$ cat src/rtl/modulo_scan_mux4_1.sv
// rtl/modulo_scan_mux4_1.sv - four-channel scanning collector, one slot of DIV clocks per channel
module modulo_scan_mux4_1 #(
  parameter int DIV = 4
) (
  input  logic       i_clk,
  input  logic       i_rst_n,
  input  logic       i_en,
  input  logic [3:0] i_in,
  output logic [1:0] o_sel,
  output logic       o_data_out,
  output logic [3:0] o_snapshot,
  output logic       o_frame_valid,
  output logic       o_changed,
  output logic       o_busy
);

  localparam int PW = (DIV > 1) ? $clog2(DIV) : 1;
  localparam logic [PW-1:0] LP_LAST = PW'(DIV - 1);
  localparam logic [PW-1:0] LP_ONE  = PW'(1);

  typedef enum logic {ST_IDLE, ST_SCAN} state_t;

  state_t        r_state;
  logic [1:0]    r_sel;
  logic [PW-1:0] r_presc;
  logic [3:0]    r_shadow;
  logic [3:0]    r_snapshot;
  logic          r_data_out;
  logic          r_frame_valid;
  logic          r_changed;
  logic          r_busy;

  logic [1:0]    w_ch;
  logic          w_bit;
  logic [3:0]    w_merged;
  logic          w_slot_end;

  // Slot s maps to channel 3-s, i.e. the bitwise inverse of the select.
  always_comb begin
    w_ch           = ~r_sel;
    w_bit          = i_in[w_ch];
    w_merged       = r_shadow;
    w_merged[w_ch] = w_bit;
    w_slot_end     = (r_presc == LP_LAST);
  end

  always_ff @(posedge i_clk or negedge i_rst_n) begin
    if (!i_rst_n) begin
      r_state       <= ST_IDLE;
      r_sel         <= 2'b00;
      r_presc       <= '0;
      r_shadow      <= 4'b0000;
      r_snapshot    <= 4'b0000;
      r_data_out    <= 1'b0;
      r_frame_valid <= 1'b0;
      r_changed     <= 1'b0;
      r_busy        <= 1'b0;
    end else begin
      r_frame_valid <= 1'b0;
      r_changed     <= 1'b0;
      case (r_state)
        ST_IDLE: begin
          r_sel      <= 2'b00;
          r_presc    <= '0;
          r_data_out <= 1'b0;
          if (i_en) begin
            r_state <= ST_SCAN;
            r_busy  <= 1'b1;
          end
        end
        ST_SCAN: begin
          if (!i_en) begin
            // Abort wins over a coinciding frame end: the partial frame is dropped.
            r_state    <= ST_IDLE;
            r_busy     <= 1'b0;
            r_sel      <= 2'b00;
            r_presc    <= '0;
            r_shadow   <= 4'b0000;
            r_data_out <= 1'b0;
          end else begin
            r_data_out <= w_bit;
            if (w_slot_end) begin
              r_presc  <= '0;
              r_sel    <= r_sel + 2'b01;
              r_shadow <= w_merged;
              if (r_sel == 2'b11) begin
                r_snapshot    <= w_merged;
                r_frame_valid <= 1'b1;
                r_changed     <= (w_merged != r_snapshot);
              end
            end else begin
              r_presc <= r_presc + LP_ONE;
            end
          end
        end
        default: r_state <= ST_IDLE;
      endcase
    end
  end

  assign o_sel         = r_sel;
  assign o_data_out    = r_data_out;
  assign o_snapshot    = r_snapshot;
  assign o_frame_valid = r_frame_valid;
  assign o_changed     = r_changed;
  assign o_busy        = r_busy;

endmodule

$ cat config.mk
export PLATFORM = sky130hd
export DESIGN_NAME = modulo_scan_mux4_1
export DESIGN_NICKNAME = d
export VERILOG_FILES = /design/src/rtl/modulo_scan_mux4_1.sv
export SDC_FILE = /design/constraint.sdc
export NUM_CORES = 1
export LEC_CHECK = 0
export BUFFER_PORTS_ARGS = -buffer_cell sky130_fd_sc_hd__clkbuf_2
export CORE_MARGIN = 3
export CORE_UTILIZATION = 35
export CTS_CLUSTER_DIAMETER = 30
export DETAILED_ROUTE_END_ITERATION = 10
export PLACE_DENSITY = 0.52
export SYNTH_ARGS = -nofsm -noshare
export SYNTH_HDL_FRONTEND = slang
export SYNTH_SLANG_ARGS = --single-unit
$ cat constraint.sdc
create_clock -name i_clk -period 2.2 [get_ports i_clk]
set_input_delay 0.44 -clock i_clk [delete_from_list [all_inputs] [get_ports i_clk]]
set_output_delay 0.44 -clock i_clk [all_outputs]
set_load 0.005 [all_outputs]
==> results by group <==
Outcome
  – Outcome: finished clean

Die
  – Chip Width: 58.57 um
  – Core area: 2545 um2
  – # IOs: 17
  – Die span in y: 58.57 um
  – Initial core utilization: 38.00%
  – Die area: 3430 um2
  – Row cnt: 18

Worst setup path
  – Worst EP required: 2.38 ns
  – Reg2reg path depth: 6
  – Crit-path max FO: 7
  – Arrival @ worst endpoint: 2.08 ns
  – Worst setup EP type: flop
  – CP Launch Type: flop
  – Worst Setup Path Type: reg2reg

STA
  – Clk_skew: 0.005117 ns
  – WHS: 0.07393 ns
  – Max_slew headroom: 70.64%
  – Final Setup Violations: 0
  – Fin. Hold Viols: 0
  – Final min period: 1.896 ns
  – RSZ-0062 raised after global routing: no
  – Post-route clock period utilization: 86.20%
  – Total negative slack: 0 ns
  – Fmax: 0.5273 GHz
  – Actual slew at the worst max-slew pin: 0.4403 ns
  – Final slew viol count: 0

Routing
  – Initial DRC Count: 28
  – Wirelength per Cell: 14.30 um
  – Vias: 710
  – Routed vias/inst: 5.221
  – Detailed Route WL: 1.945 mm
  – Antenna Nets Post-Route: 0
  – First drt pass iteration count: 4
  – Residual DRC: 0

Global route
  – Grt ovf: 0
  – Antenna violations before repair: 0
  – GRT Total Usage: 13.12%
  – Largest net degree at the start of global routing: 18
  – First-pass GRT wire length: 3.298 mm
  – Via count of the first global-routing pass: 701

Synthesis
  – Number of synthesized register bits: 17
  – Synthesized net count: 101
  – Mapped Avg Cell Area: 10.99 um2
  – Cell area after synthesis: 967.2 um2
  – Synth warn: 0
  – Synth Instances: 88
  – Post-synthesis sequential area ratio: 43.98%
  – Synth unique cells: 25

Clock tree
  – Clk root buf: clkbuf_4
  – TritonCTS clock tree: yes
  – Post-CTS Setup Bufs: 0
  – Max Buffers Root-to-Sink: 2
  – Clock-pin slew on the worst setup and hold paths: 0.10 ns
  – Clock sink count: 17
  – Hold_buf cts: 0
  – Cts repair resizes: 0
  – CTS Buf Count: 3
  – CTS H-Tree Depth: 1
  – Clk_lat worst skew: 0.29 ns

Cells and area
  – Diode count: 0
  – Nets: 120
  – Layout cell share with drive strength beyond 1: 24.53%
  – Most common cell after layout, fill and taps aside: dfrtp_1
  – Commonest cells after routing, fill and taps aside: dfrtp_1, nand2_1, clkbuf_2, xnor2_1, ha_1
  – Area grow syn2layout: 14.10%
  – Fillers: 269

Pwr
  – Internal Power: 0.4351 mW
  – Max VDD drop: 0.3684 mV
  – Combinational share of power: 16.3%
  – Sequential power share: 55.6%
  – Clock share of power: 28.0%
  – Net Sw Power: 0.1610 mW
  – P_leak: 0.5274 nW
  – Sw frac: 27.01%
  – Power per standard cell area: 540.2 nW/um2

Run
  – Max-Cap Viols: 0

Placed design
  – IO Port Bufs: 16
  – Dpl hpwl: 1.451 mm
  – RD Place Congestion: 0.8123

Min path
  – Hold Path Class: in2async
## layout make-up
class | count | area, um2 | share of cell area (%)
Timing Repair Buffer | 16 | 80.08 | 7.256
Tap cell | 30 | 37.54 | 3.401
Sequential cell | 17 | 425.4 | 38.55
Multi-Input combinational cell | 66 | 523.0 | 47.39
Inverter | 3 | 11.26 | 1.020
Clock buffer | 4 | 26.28 | 2.381
## path summary, 6_finish.rpt
| kind | start | to | slack (ns) |
|---|---|---|---|
| worst max-delay path | o_sel[0] | o_changed | 0.30 |
| worst min-delay path | i_rst_n | r_shadow[1] | 0.07 |
| worst max register to register | o_sel[0] | o_changed | 0.30 |
| worst min register to register | r_presc[0] | r_presc[0] | 0.44 |
| max in group asynchronous | i_rst_n | r_presc[0] | 1.82 |
| min in group i_clk | i_en | r_state | 0.38 |
## state kept, by name, summed over array words and instances, names as in the netlist
register / cells
o_changed: 1
r_state: 1
o_snapshot: 4
o_sel: 2
o_data_out: 1
o_frame_valid: 1
r_presc: 2
r_shadow: 4
o_busy: 1
## power groups by stage
stage	logic, mW	registers, mW	clock network (mW)
2_1_floorplan	0.0645	0.337	0
3_3_place_gp	0.0982	0.337	0
3_5_place_dp	0.0986	0.338	0
4_1_cts	0.0989	0.332	0.178
5_1_grt	0.108	0.334	0.190
6_report	0.0973	0.332	0.167
## layer usage
metal / vias to the layer above / track usage, % / share of wire (%)
met3: 2 / 4.825 / 5.2
met4: 0 / 3.974 / 0.98
met5: - / 0 / 0
met2: 16 / 19.14 / 44
li1: 346 / - / -
met1: 346 / 18.07 / 50
## through the flow
| step | total power, mW | area (um2) | worst slack (ns) | instances | util [%] |
|---|---|---|---|---|---|
| global placement | 0.4356 | 1077 | 0.3615 | 132 | 42.33 |
| finish | 0.5962 | 1104 | 0.3036 | 136 | 43.36 |
| floorplan | 0.4012 | 967.2 | 0.3718 | 88 | - |
| detailed placement | 0.4366 | 1077 | 0.3250 | 132 | 42.33 |
| CTS | 0.6086 | 1104 | 0.3106 | 136 | 43.36 |
| global route | 0.6320 | 1104 | 0.1911 | 136 | 43.36 |
## worst max-delay path: stages (launching register included)
cell and delay [ns]:
dfrtp_1 0.47, inv_1 0.21, ha_1 0.36, o22ai_1 0.16, a311o_1 0.29, a311oi_2 0.21, a21boi_2 0.08
## cell usage after synthesis, drive strengths merged
master  count  area share, %
dfrtp      17             44
nand2      16            6.2
mux2i       7            9.8
ha          6            7.8
xnor2       6            5.4
a22o        5            4.5
inv         3            1.2
mux2        3            3.5
nor2        3            1.2
o21ai       3            1.6
a311oi      2            2.5
clkbuf      2           0.78
nand2b      2            1.3
nor2b       2            1.3
o22ai       2            1.3
xor2        2            1.8
a21boi      1            1.2
a221oi      1           0.91
a22oi       1           0.78
a311o       1            1.0
and3        1           0.65
and4        1           0.91
nand3       1           0.52
## kinds of logic (layout without fill, tap and decap cells)
group                      count (synthesis)  count (layout)  synth area share (%)
and+or+nand+nor                           26              26                 12.03
DFF                                       17              17                 43.98
AOI/OAI and AO/OA                         16              16                 13.71
muxes                                     10              10                 13.32
xor gates and xnor gates                   8               8                 7.245
adders and majority gates                  6               6                 7.762
buffers and inverters                      5              23                 1.941
Note: power is estimated with default switching activity, not from simulation.
